--- src/rtl/gray_vid_tx.sv ---
// Raster timing generator and gray-pixel frame player.
// Fetches pixels over a 1-cycle read port; pixel/hs/vs/de leave aligned.
module gray_vid_tx #(
    parameter int H_ACTIVE = 640,
    parameter int H_FP     = 16,
    parameter int H_SYNC   = 96,
    parameter int H_BP     = 48,
    parameter int V_ACTIVE = 480,
    parameter int V_FP     = 10,
    parameter int V_SYNC   = 2,
    parameter int V_BP     = 33,
    parameter int ADDR_W   = 20
) (
    input  logic              clock,
    input  logic              rst_n,
    input  logic              tx_en,
    output logic              rd_en,
    output logic [ADDR_W-1:0] rd_addr,
    input  logic [7:0]        rd_data,
    output logic [7:0]        oGray,
    output logic              hs,
    output logic              vs,
    output logic              de,
    output logic              frame_start,
    output logic              frame_done
);

    localparam int H_TOTAL = H_ACTIVE + H_FP + H_SYNC + H_BP;
    localparam int V_TOTAL = V_ACTIVE + V_FP + V_SYNC + V_BP;
    localparam int HW = $clog2(H_TOTAL);
    localparam int VW = $clog2(V_TOTAL);

    localparam logic [HW-1:0] H_MAX  = HW'(H_TOTAL - 1);
    localparam logic [HW-1:0] H_ACT  = HW'(H_ACTIVE);
    localparam logic [HW-1:0] H_LPIX = HW'(H_ACTIVE - 1);
    localparam logic [HW-1:0] HS_BEG = HW'(H_ACTIVE + H_FP);
    localparam logic [HW-1:0] HS_END = HW'(H_ACTIVE + H_FP + H_SYNC);
    localparam logic [VW-1:0] V_MAX  = VW'(V_TOTAL - 1);
    localparam logic [VW-1:0] V_ACT  = VW'(V_ACTIVE);
    localparam logic [VW-1:0] V_LPIX = VW'(V_ACTIVE - 1);
    localparam logic [VW-1:0] VS_BEG = VW'(V_ACTIVE + V_FP);
    localparam logic [VW-1:0] VS_END = VW'(V_ACTIVE + V_FP + V_SYNC);

    typedef enum logic [1:0] {
        IDLE,
        RUN,
        FLUSH
    } state_t;

    state_t state, state_nx;
    logic fl_cnt;
    logic [HW-1:0] h_cnt;
    logic [VW-1:0] v_cnt;

    logic run, wrap, act, hs_t, vs_t, first_t, last_t;
    logic hs1, vs1, first1, last1;
    logic de2, hs2, vs2, first2, last2;
    logic last3;

    assign run  = (state == RUN);
    assign wrap = run && (h_cnt == H_MAX) && (v_cnt == V_MAX);
    assign act  = run && (h_cnt < H_ACT) && (v_cnt < V_ACT);
    assign hs_t = run && (h_cnt >= HS_BEG) && (h_cnt < HS_END);
    assign vs_t = run && (v_cnt >= VS_BEG) && (v_cnt < VS_END);
    assign first_t = act && (h_cnt == '0) && (v_cnt == '0);
    assign last_t  = act && (h_cnt == H_LPIX) && (v_cnt == V_LPIX);

    always_ff @(posedge clock or negedge rst_n) begin
        if (!rst_n) begin
            state  <= IDLE;
            fl_cnt <= 1'b0;
        end else begin
            state  <= state_nx;
            fl_cnt <= (state == FLUSH) ? ~fl_cnt : 1'b0;
        end
    end

    always_comb begin
        state_nx = state;
        unique case (state)
            IDLE:    if (tx_en) state_nx = RUN;
            RUN:     if (wrap && !tx_en) state_nx = FLUSH;
            FLUSH:   if (fl_cnt) state_nx = IDLE;
            default: state_nx = IDLE;
        endcase
    end

    always_ff @(posedge clock or negedge rst_n) begin
        if (!rst_n) begin
            h_cnt <= '0;
            v_cnt <= '0;
        end else if (!run || wrap) begin
            h_cnt <= '0;
            v_cnt <= '0;
        end else if (h_cnt == H_MAX) begin
            h_cnt <= '0;
            v_cnt <= v_cnt + 1'b1;
        end else begin
            h_cnt <= h_cnt + 1'b1;
        end
    end

    // Address clears after the last pixel so it reads 0 through blanking.
    always_ff @(posedge clock or negedge rst_n) begin
        if (!rst_n) begin
            rd_addr <= '0;
        end else if (!run || wrap) begin
            rd_addr <= '0;
        end else if (rd_en) begin
            rd_addr <= last1 ? '0 : rd_addr + 1'b1;
        end
    end

    always_ff @(posedge clock or negedge rst_n) begin
        if (!rst_n) begin
            rd_en       <= 1'b0;
            hs1         <= 1'b0;
            vs1         <= 1'b0;
            first1      <= 1'b0;
            last1       <= 1'b0;
            de2         <= 1'b0;
            hs2         <= 1'b0;
            vs2         <= 1'b0;
            first2      <= 1'b0;
            last2       <= 1'b0;
            de          <= 1'b0;
            hs          <= 1'b0;
            vs          <= 1'b0;
            frame_start <= 1'b0;
            last3       <= 1'b0;
            oGray       <= 8'd0;
            frame_done  <= 1'b0;
        end else begin
            rd_en       <= act;
            hs1         <= hs_t;
            vs1         <= vs_t;
            first1      <= first_t;
            last1       <= last_t;
            de2         <= rd_en;
            hs2         <= hs1;
            vs2         <= vs1;
            first2      <= first1;
            last2       <= last1;
            de          <= de2;
            hs          <= hs2;
            vs          <= vs2;
            frame_start <= first2;
            last3       <= last2;
            oGray       <= de2 ? rd_data : 8'd0;
            frame_done  <= last3;
        end
    end

endmodule

--- config.mk ---
export PLATFORM = sky130hd
export DESIGN_NAME = gray_vid_tx
export DESIGN_NICKNAME = d
export VERILOG_FILES = /design/src/rtl/gray_vid_tx.sv
export SDC_FILE = /design/constraint.sdc
export NUM_CORES = 1
export LEC_CHECK = 0
export CELL_PAD_IN_SITES_DETAIL_PLACEMENT = 1
export CELL_PAD_IN_SITES_GLOBAL_PLACEMENT = 1
export CORE_ASPECT_RATIO = 1.2
export CORE_MARGIN = 3
export CORE_UTILIZATION = 42
export CTS_CLUSTER_DIAMETER = 80
export DETAILED_ROUTE_END_ITERATION = 10
export PLACE_DENSITY = 0.8
export SLEW_MARGIN = 30
export SYNTH_ARGS = -nofsm -noshare
export SYNTH_HDL_FRONTEND = slang
export SYNTH_SLANG_ARGS = --single-unit
--- constraint.sdc ---
create_clock -name clock -period 2.26 [get_ports clock]
set_input_delay 0.226 -clock clock [delete_from_list [all_inputs] [get_ports clock]]
set_output_delay 0.226 -clock clock [all_outputs]
set_load 0.1 [all_outputs]
==> results of run 1 <==
==> logic make-up after synthesis <==
logic type               count (synthesis)  share of synthesized area
AO/OA/AOI/OAI                           48                     0.0854
XOR/XNOR                                16                     0.0455
adder cells (fa/ha/maj)                  5                     0.0203
buffers and inverters                   23                     0.0382
flip-flops                              67                      0.545
AND/OR/NAND/NOR                        153                      0.266
==> synth_stat cells (all sizes together) <==
library cell | number | area share
buf | 6 | 0.016
dlygate4sd1 | 1 | 0.0028
ha | 5 | 0.020
nor4 | 10 | 0.025
nor2b | 1 | 0.0020
a31oi | 4 | 0.0081
nand4 | 7 | 0.019
or4b | 1 | 0.0033
dfrtp | 67 | 0.54
a21oi | 23 | 0.037
and3 | 4 | 0.0081
or3 | 6 | 0.013
or4 | 1 | 0.0024
nor2 | 43 | 0.052
a41oi | 4 | 0.011
inv | 8 | 0.0098
o211ai | 1 | 0.0024
nand3 | 19 | 0.031
nand3b | 4 | 0.0098
clkbuf | 8 | 0.0098
nand4b | 2 | 0.0057
xnor2 | 10 | 0.028
xor2 | 6 | 0.017
nor3 | 14 | 0.023
or2 | 1 | 0.0020
nor4b | 1 | 0.0049
nand2b | 2 | 0.0041
and2b | 1 | 0.0024
and4 | 3 | 0.0085
nor3b | 2 | 0.0049
nand2 | 23 | 0.028
o21ai | 16 | 0.026
and2 | 8 | 0.016
==> state kept, by name, summed over array words and instances, names as in the netlist, 2 cells and up <==
signal and count:
h_cnt 10, oGray 8, rd_addr 20, state 2
v_cnt 10
==> through the flow <==
step	instances	worst slack [ns]	instance area, sq um
2_1_floorplan	312	0.0187	3100
4_1_cts	455	0.228	3790
6_report	455	0.221	3790
3_5_place_dp	438	0.268	3570
3_3_place_gp	438	0.324	3570
5_1_grt	455	0.0686	3790
==> power by group through the flow <==
stage          clock network [mW]  registers, mW  logic, mW
3_3_place_gp                    0           1.53      0.949
3_5_place_dp                    0           1.53      0.977
2_1_floorplan                   0           1.92      0.337
4_1_cts                      1.09           1.51      0.983
6_report                     1.07           1.51      0.975
5_1_grt                      1.15           1.54       1.04
==> cell usage in the layout (no fill, tap or decap), types with 2 or more instances in the layout <==
master | synthesis | final
and2_1 | 8 | 8
nor3_1 | 14 | 14
buf_12 | 0 | 2
dfrtp_2 | 0 | 12
a41oi_1 | 4 | 4
a31oi_1 | 4 | 4
a21oi_1 | 23 | 23
nor4_1 | 9 | 8
and4_1 | 3 | 3
nand4b_1 | 2 | 2
nand2b_1 | 2 | 2
nor3b_1 | 2 | 2
clkdlybuf4s50_1 | 0 | 9
ha_1 | 5 | 5
inv_1 | 8 | 8
xor2_1 | 6 | 6
xnor2_1 | 10 | 10
nand2_1 | 23 | 23
clkbuf_8 | 0 | 10
nand3b_1 | 4 | 4
buf_4 | 0 | 42
nor2_1 | 43 | 43
or3_1 | 5 | 5
o21ai_0 | 16 | 16
nand3_1 | 19 | 19
nand4_1 | 6 | 6
inv_6 | 0 | 3
and3_1 | 4 | 4
dfrtp_1 | 67 | 55
==> final timing paths <==
path / startpoint / to / depth (start not counted)
worst max-delay path: h_cnt[0] / rd_addr[11] / 7
worst min-delay path: last2 / last3 / 0
worst max register to register: h_cnt[0] / rd_addr[11] / 7
worst min register to register: last2 / last3 / 0
max in group asynchronous: rst_n / rd_addr[10] / 3
min in group asynchronous: rst_n / de / 2
==> layout make-up <==
cell class	count	area, sq um	area share
Sequential cell	67	1690	0.447
Multi-Input combinational cell	222	1290	0.340
Timing Repair Buffer	55	460	0.122
Clock buffer	10	138	0.0363
Tap cell	87	109	0.0287
Clock inverter	6	70.1	0.0185
Inverter	8	30.0	0.00793
==> per-layer routing <==
| layer | vias to the layer above | track usage |
|---|---|---|
| li1 | 1189 | - |
| met1 | 1320 | 0.258 |
| met2 | 49 | 0.344 |
| met3 | 12 | 0.0505 |
| met4 | 0 | 0.0755 |
| met5 | - | 0 |
==> timing repair <==
action,4_1_cts,5_1_grt
endpoints found under the hold margin,23,0
setup endpoints to repair,0,0
buffers inserted,0,0
hold buffers,1,0
==> results.md, run 1 <==
- 1st-pass router iterations: 4
- Clk buf depth: 2
- Final hold violation count: 0
- Setup_tns: 0 ns
- Area of the core: 0.00698 sq mm
- Final ANT Viol Nets: 0
- Slowest CP cell: or3_1
- Max cap viols: 0
- Final wirelength: a little under 8000 um
- CP Cell Sequence: ha_1 > and4_1 > nand3_1 > or3_1 > nand2_1 > buf_12 > nor3_1
- Yosys warnings: 0
- GPL Wtd Cong: ~0.76
- Die ar.: 0.00839 sq mm
- Initial drt markers: 129
- Worst Setup Path Type: reg -> reg
- Slew Viols, Final: 0
- Switching power: 1.40 mW
- Total clock sinks: 67
- First-pass GRT wire length: 13600 um
- Initial core utilization: 0.441
- Largest net degree at the start of global routing: 45
- Tot GR Track Use: 0.206
- Die X: approximately 84 um
- Ports: between 40 and 50
- Root buf cell: clkbuf_8
- Netlist cell types: 37
- Die Y: between 90 and 100 um
- Vias: 2570
- Post-cts sizing count: 0
- Crit path DAT: around 2.3 ns
- Sequential Power Share: 0.425
- DRT met1 WL: 3360 um
- Fillers: roughly 820
- CP max stage delay: about 0.44 ns
- DRC violations left: 0
- Utilization after layout: 0.543
- Req. time, crit path: about 2.5 ns
- Pwr/cell area: 939 mW/mm^2
- Max Freq: between 400 and 500 MHz
- Clk pwr share: 0.301
- Drt wl/cell: ~17 um
- Number of global-route vias before repair: ~2700
- Overflow left after global routing: 0
- Clock transition at the registers of the reported paths: approximately 0.09 ns
- Sw Share: 0.395
- Dpl hpwl: between 5000 and 6000 um
- Cells after Synth: between 300 and 400
- Reg2reg setup slack: approximately 0.22 ns
- Synthesized net count: 328
- Mapped Area: roughly 0.0031 sq mm
- Highest metal used: met4
- CTS tree: yes
- RSZ-0062 raised after global routing: false
- Final setup viols: 0
- CP max FO: 29
- Met3 Wirelength: between 300 and 400 um
- Worst slew pin tran: around 0.56 ns
- Type of the worst min-delay path: reg -> reg
- Tmin final: ~2.0 ns
- Avg Inst Size Synth: 9.86 sq um
- Port-buffer cells: between 40 and 50
- Period utilization: 0.902
- Num CTS Buffers: 9
- Clk_lat worst skew: around 0.36 ns
- Area Growth Syn to Fin: 23.1%
- Clock skew: ~0.015 ns
- P_leak: between 1.5 and 2 nW
- Crit start category: flop
- Combinational Power Share: 0.274
- Status: completed
- Nets: about 380
- H-tree levels: 3
- Seq cells post-synth: between 60 and 70
- Worst path bufs/invs: 1
- Max_slew headroom: 0.626
- Worst VDD drop: about 0.55 mV
- Initial antenna violation count: 0
- Vias per cell: approximately 5.6
- Hold Slack: ~0.35 ns
- Layout cells sized above 1: 0.217
- Met2 wire len: approximately 4000 um
- Antenna diode count: 0
- Crit-path leading delay family: simple AND/OR/NAND/NOR gates
- Total power: 3.56 mW
- Int Power: roughly 2.2 mW
- Crit end category: flop
- Post-synthesis sequential area ratio: 0.545
- Std-Cell Rows: 33
(Power assumes the default switching activity.)
==> inputs of run 2 (changes only) <==
--- a/config.mk
+++ b/config.mk
@@ -13,6 +13,8 @@
 export CTS_CLUSTER_DIAMETER = 80
 export DETAILED_ROUTE_END_ITERATION = 10
 export PLACE_DENSITY = 0.8
+export SKIP_CTS_REPAIR_TIMING = 1
+export SKIP_LAST_GASP = 1
 export SLEW_MARGIN = 30
 export SYNTH_ARGS = -nofsm -noshare
 export SYNTH_HDL_FRONTEND = slang
==> run 2 against run 1 <==
Sequential power about the same. Global-route usage did not move. Worst hold slack is essentially flat. Clock skew barely moved.
==> results.md, run 2 (synthesized netlist as in run 1, its figures left out) <==
- Commonest non-fill, non-tap cells in the layout: 55 x dfrtp_1, 43 x nor2_1, 42 x buf_4, 23 x nand2_1, 23 x a21oi_1
- Final ANT Viol Nets: 0 (unchanged)
- Reg2reg setup slack: 0.23 ns (about the same)
- Final hold violation count: 0 (unchanged)
- Biggest register: rd_addr
- CP max FO: 29 (unchanged)
- P_leak: 1.69 nW (unchanged)
- Top Registers: rd_addr x20, h_cnt x10, v_cnt x10
- Die X: 84.1 um (unchanged)
- Post-Place Setup Slack: 0.268 ns (unchanged)
- Clk buf depth: 2 (unchanged)
- Status: completed
- Crit start category: flop
- Fillers: 815 (unchanged)
- Clk_lat worst skew: 0.36 ns (about the same)
- Total power: 3.56 mW (about the same)
- Crit path DAT: 2.28 ns (about the same)
- Max_slew headroom: 0.626 (unchanged)
- CP max stage delay: 0.44 ns (about the same)
- Clock skew: 0.0153 ns (-0.0000358 ns)
- Die Y: 99.8 um (unchanged)
- Max cap viols: 0 (unchanged)
- Area of the multi-input gates: 0.00129 sq mm (unchanged)
- Initial drt markers: 124 (-3.9%)
- Area of the core: 0.00698 sq mm (unchanged)
- Ports: 45 (unchanged)
- Flip-flop count of the largest register after layout: 20 (unchanged)
- CTS tree: yes
- Dpl hpwl: 5410 um (unchanged)
- RSZ-0062 raised after global routing: false
- Hold Crit Depth: 0 (unchanged)
- Final WS setup: 0.227 ns (+0.00578 ns)
- Std-Cell Rows: 33 (unchanged)
- DRC violations left: 0 (unchanged)
- Initial antenna violation count: 0 (unchanged)
- Worst slew pin tran: 0.561 ns (unchanged)
- FF-to-FF path depth: 7 (unchanged)
- Number of global-route vias before repair: 2730 (+0.26%)
- First-pass GRT wire length: 13700 um (+0.10%)
- Critical path origin: h_cnt[0]
- Slew Viols, Final: 0 (unchanged)
- Root buf cell: clkbuf_8
- Nets: 379 (unchanged)
- Type of the worst min-delay path: reg -> reg
- Layout cells sized above 1: 0.217 (unchanged)
- Crit end category: flop
- 1st-pass router iterations: 4 (unchanged)
- Max Freq: 492 MHz (+0.28%)
- Vias: 2583 (+0.51%)
- Final wirelength: 7930 um (+0.24%)
- Drt wl/cell: 17.4 um (+0.24%)
- H-tree levels: 3 (unchanged)
- Clock transition at the registers of the reported paths: 0.09 ns (about the same)
- Die ar.: 0.00839 sq mm (unchanged)
- Tmin final: 2.03 ns (-0.00578 ns)
- Vias per cell: 5.68 (+0.51%)
- GPL Wtd Cong: 0.764 (unchanged)
- Commonest non-fill, non-tap cell in the layout: dfrtp_1
- Num CTS Buffers: 9 (unchanged)
- Worst VDD drop: 0.547 mV (about the same)
- Setup_tns: 0 ns (unchanged)
- R2r startpoint: h_cnt[0]
- Initial core utilization: 0.441 (unchanged)
- Destination of the worst hold path: last3
- Area Growth Syn to Fin: 23.1% (unchanged)
- Period utilization: 0.900 (-0.00256)
- Tot GR Track Use: 0.206 (unchanged)
- Port-buffer cells: 44 (unchanged)
- FF/Latch Area: 0.00169 sq mm (unchanged)
- Total clock sinks: 67 (unchanged)
- Req. time, crit path: 2.51 ns (about the same)
- Overflow left after global routing: 0 (unchanged)
- Worst Setup Path Type: reg -> reg
- Pwr/cell area: 939 mW/mm^2 (about the same)
- Min-delay src: last2
- Largest net degree at the start of global routing: 45 (unchanged)
- RR Endpoint: rd_addr[11]
- CP Cell Sequence: ha_1 > and4_1 > nand3_1 > or3_1 > nand2_1 > buf_12 > nor3_1
- Antenna diode count: 0 (unchanged)
- Slowest CP cell: or3_1
- Final setup viols: 0 (unchanged)
## run 2: cell counts in the layout (fill, tap and decap cells not counted)
Identical to the previous run, type by type.
## run 2: how the worst max path moves through the flow
stage / to / slack (ns)
after floorplan: rd_addr[17] / 0.02
after detailed placement: rd_addr[11] / 0.27
after global routing: rd_addr[11] / 0.07
after CTS: rd_addr[14] / 0.23
after global placement: rd_addr[11] / 0.32
final: rd_addr[11] / 0.23
## run 2: metal layers
metal	GRT usage	wire length (um)	part of all wire
met5	0	0	0
met4	0.0755	123	0.016
met3	0.0505	289	0.036
met2	0.344	4120	0.52
met1	0.258	3410	0.43
## run 2: critical path, delay by kind of cell (launching register included)
family / cells / cell delay, ns
simple gates: 5 / 1.08
flops: 1 / 0.42
fa+ha+maj: 1 / 0.23
buf+inv: 1 / 0.19
## run 2: where the power goes
part	internal [mW]	switching, mW	leakage [nW]
combinational	0.265	0.710	0.730
clock	0.551	0.520	0.108
sequential	1.34	0.176	0.856
## run 2: cell type report
cell class / count / share of cell area
Clock inverter: 6 / 0.0185
Multi-Input combinational cell: 222 / 0.340
Timing Repair Buffer: 55 / 0.122
Tap cell: 87 / 0.0287
Clock buffer: 10 / 0.0363
Inverter: 8 / 0.00793
Sequential cell: 67 / 0.447
## run 2: stage by stage
step | hold WS (ns) | instance area [sq um] | util | std cells
after floorplan | -0.0696 | 3100 | - | 312
after global placement | 0.240 | 3570 | 0.512 | 438
after detailed placement | 0.254 | 3570 | 0.512 | 438
after CTS | -0.139 | 3780 | 0.541 | 454
after global routing | 0.358 | 3790 | 0.543 | 455
final | 0.354 | 3790 | 0.543 | 455
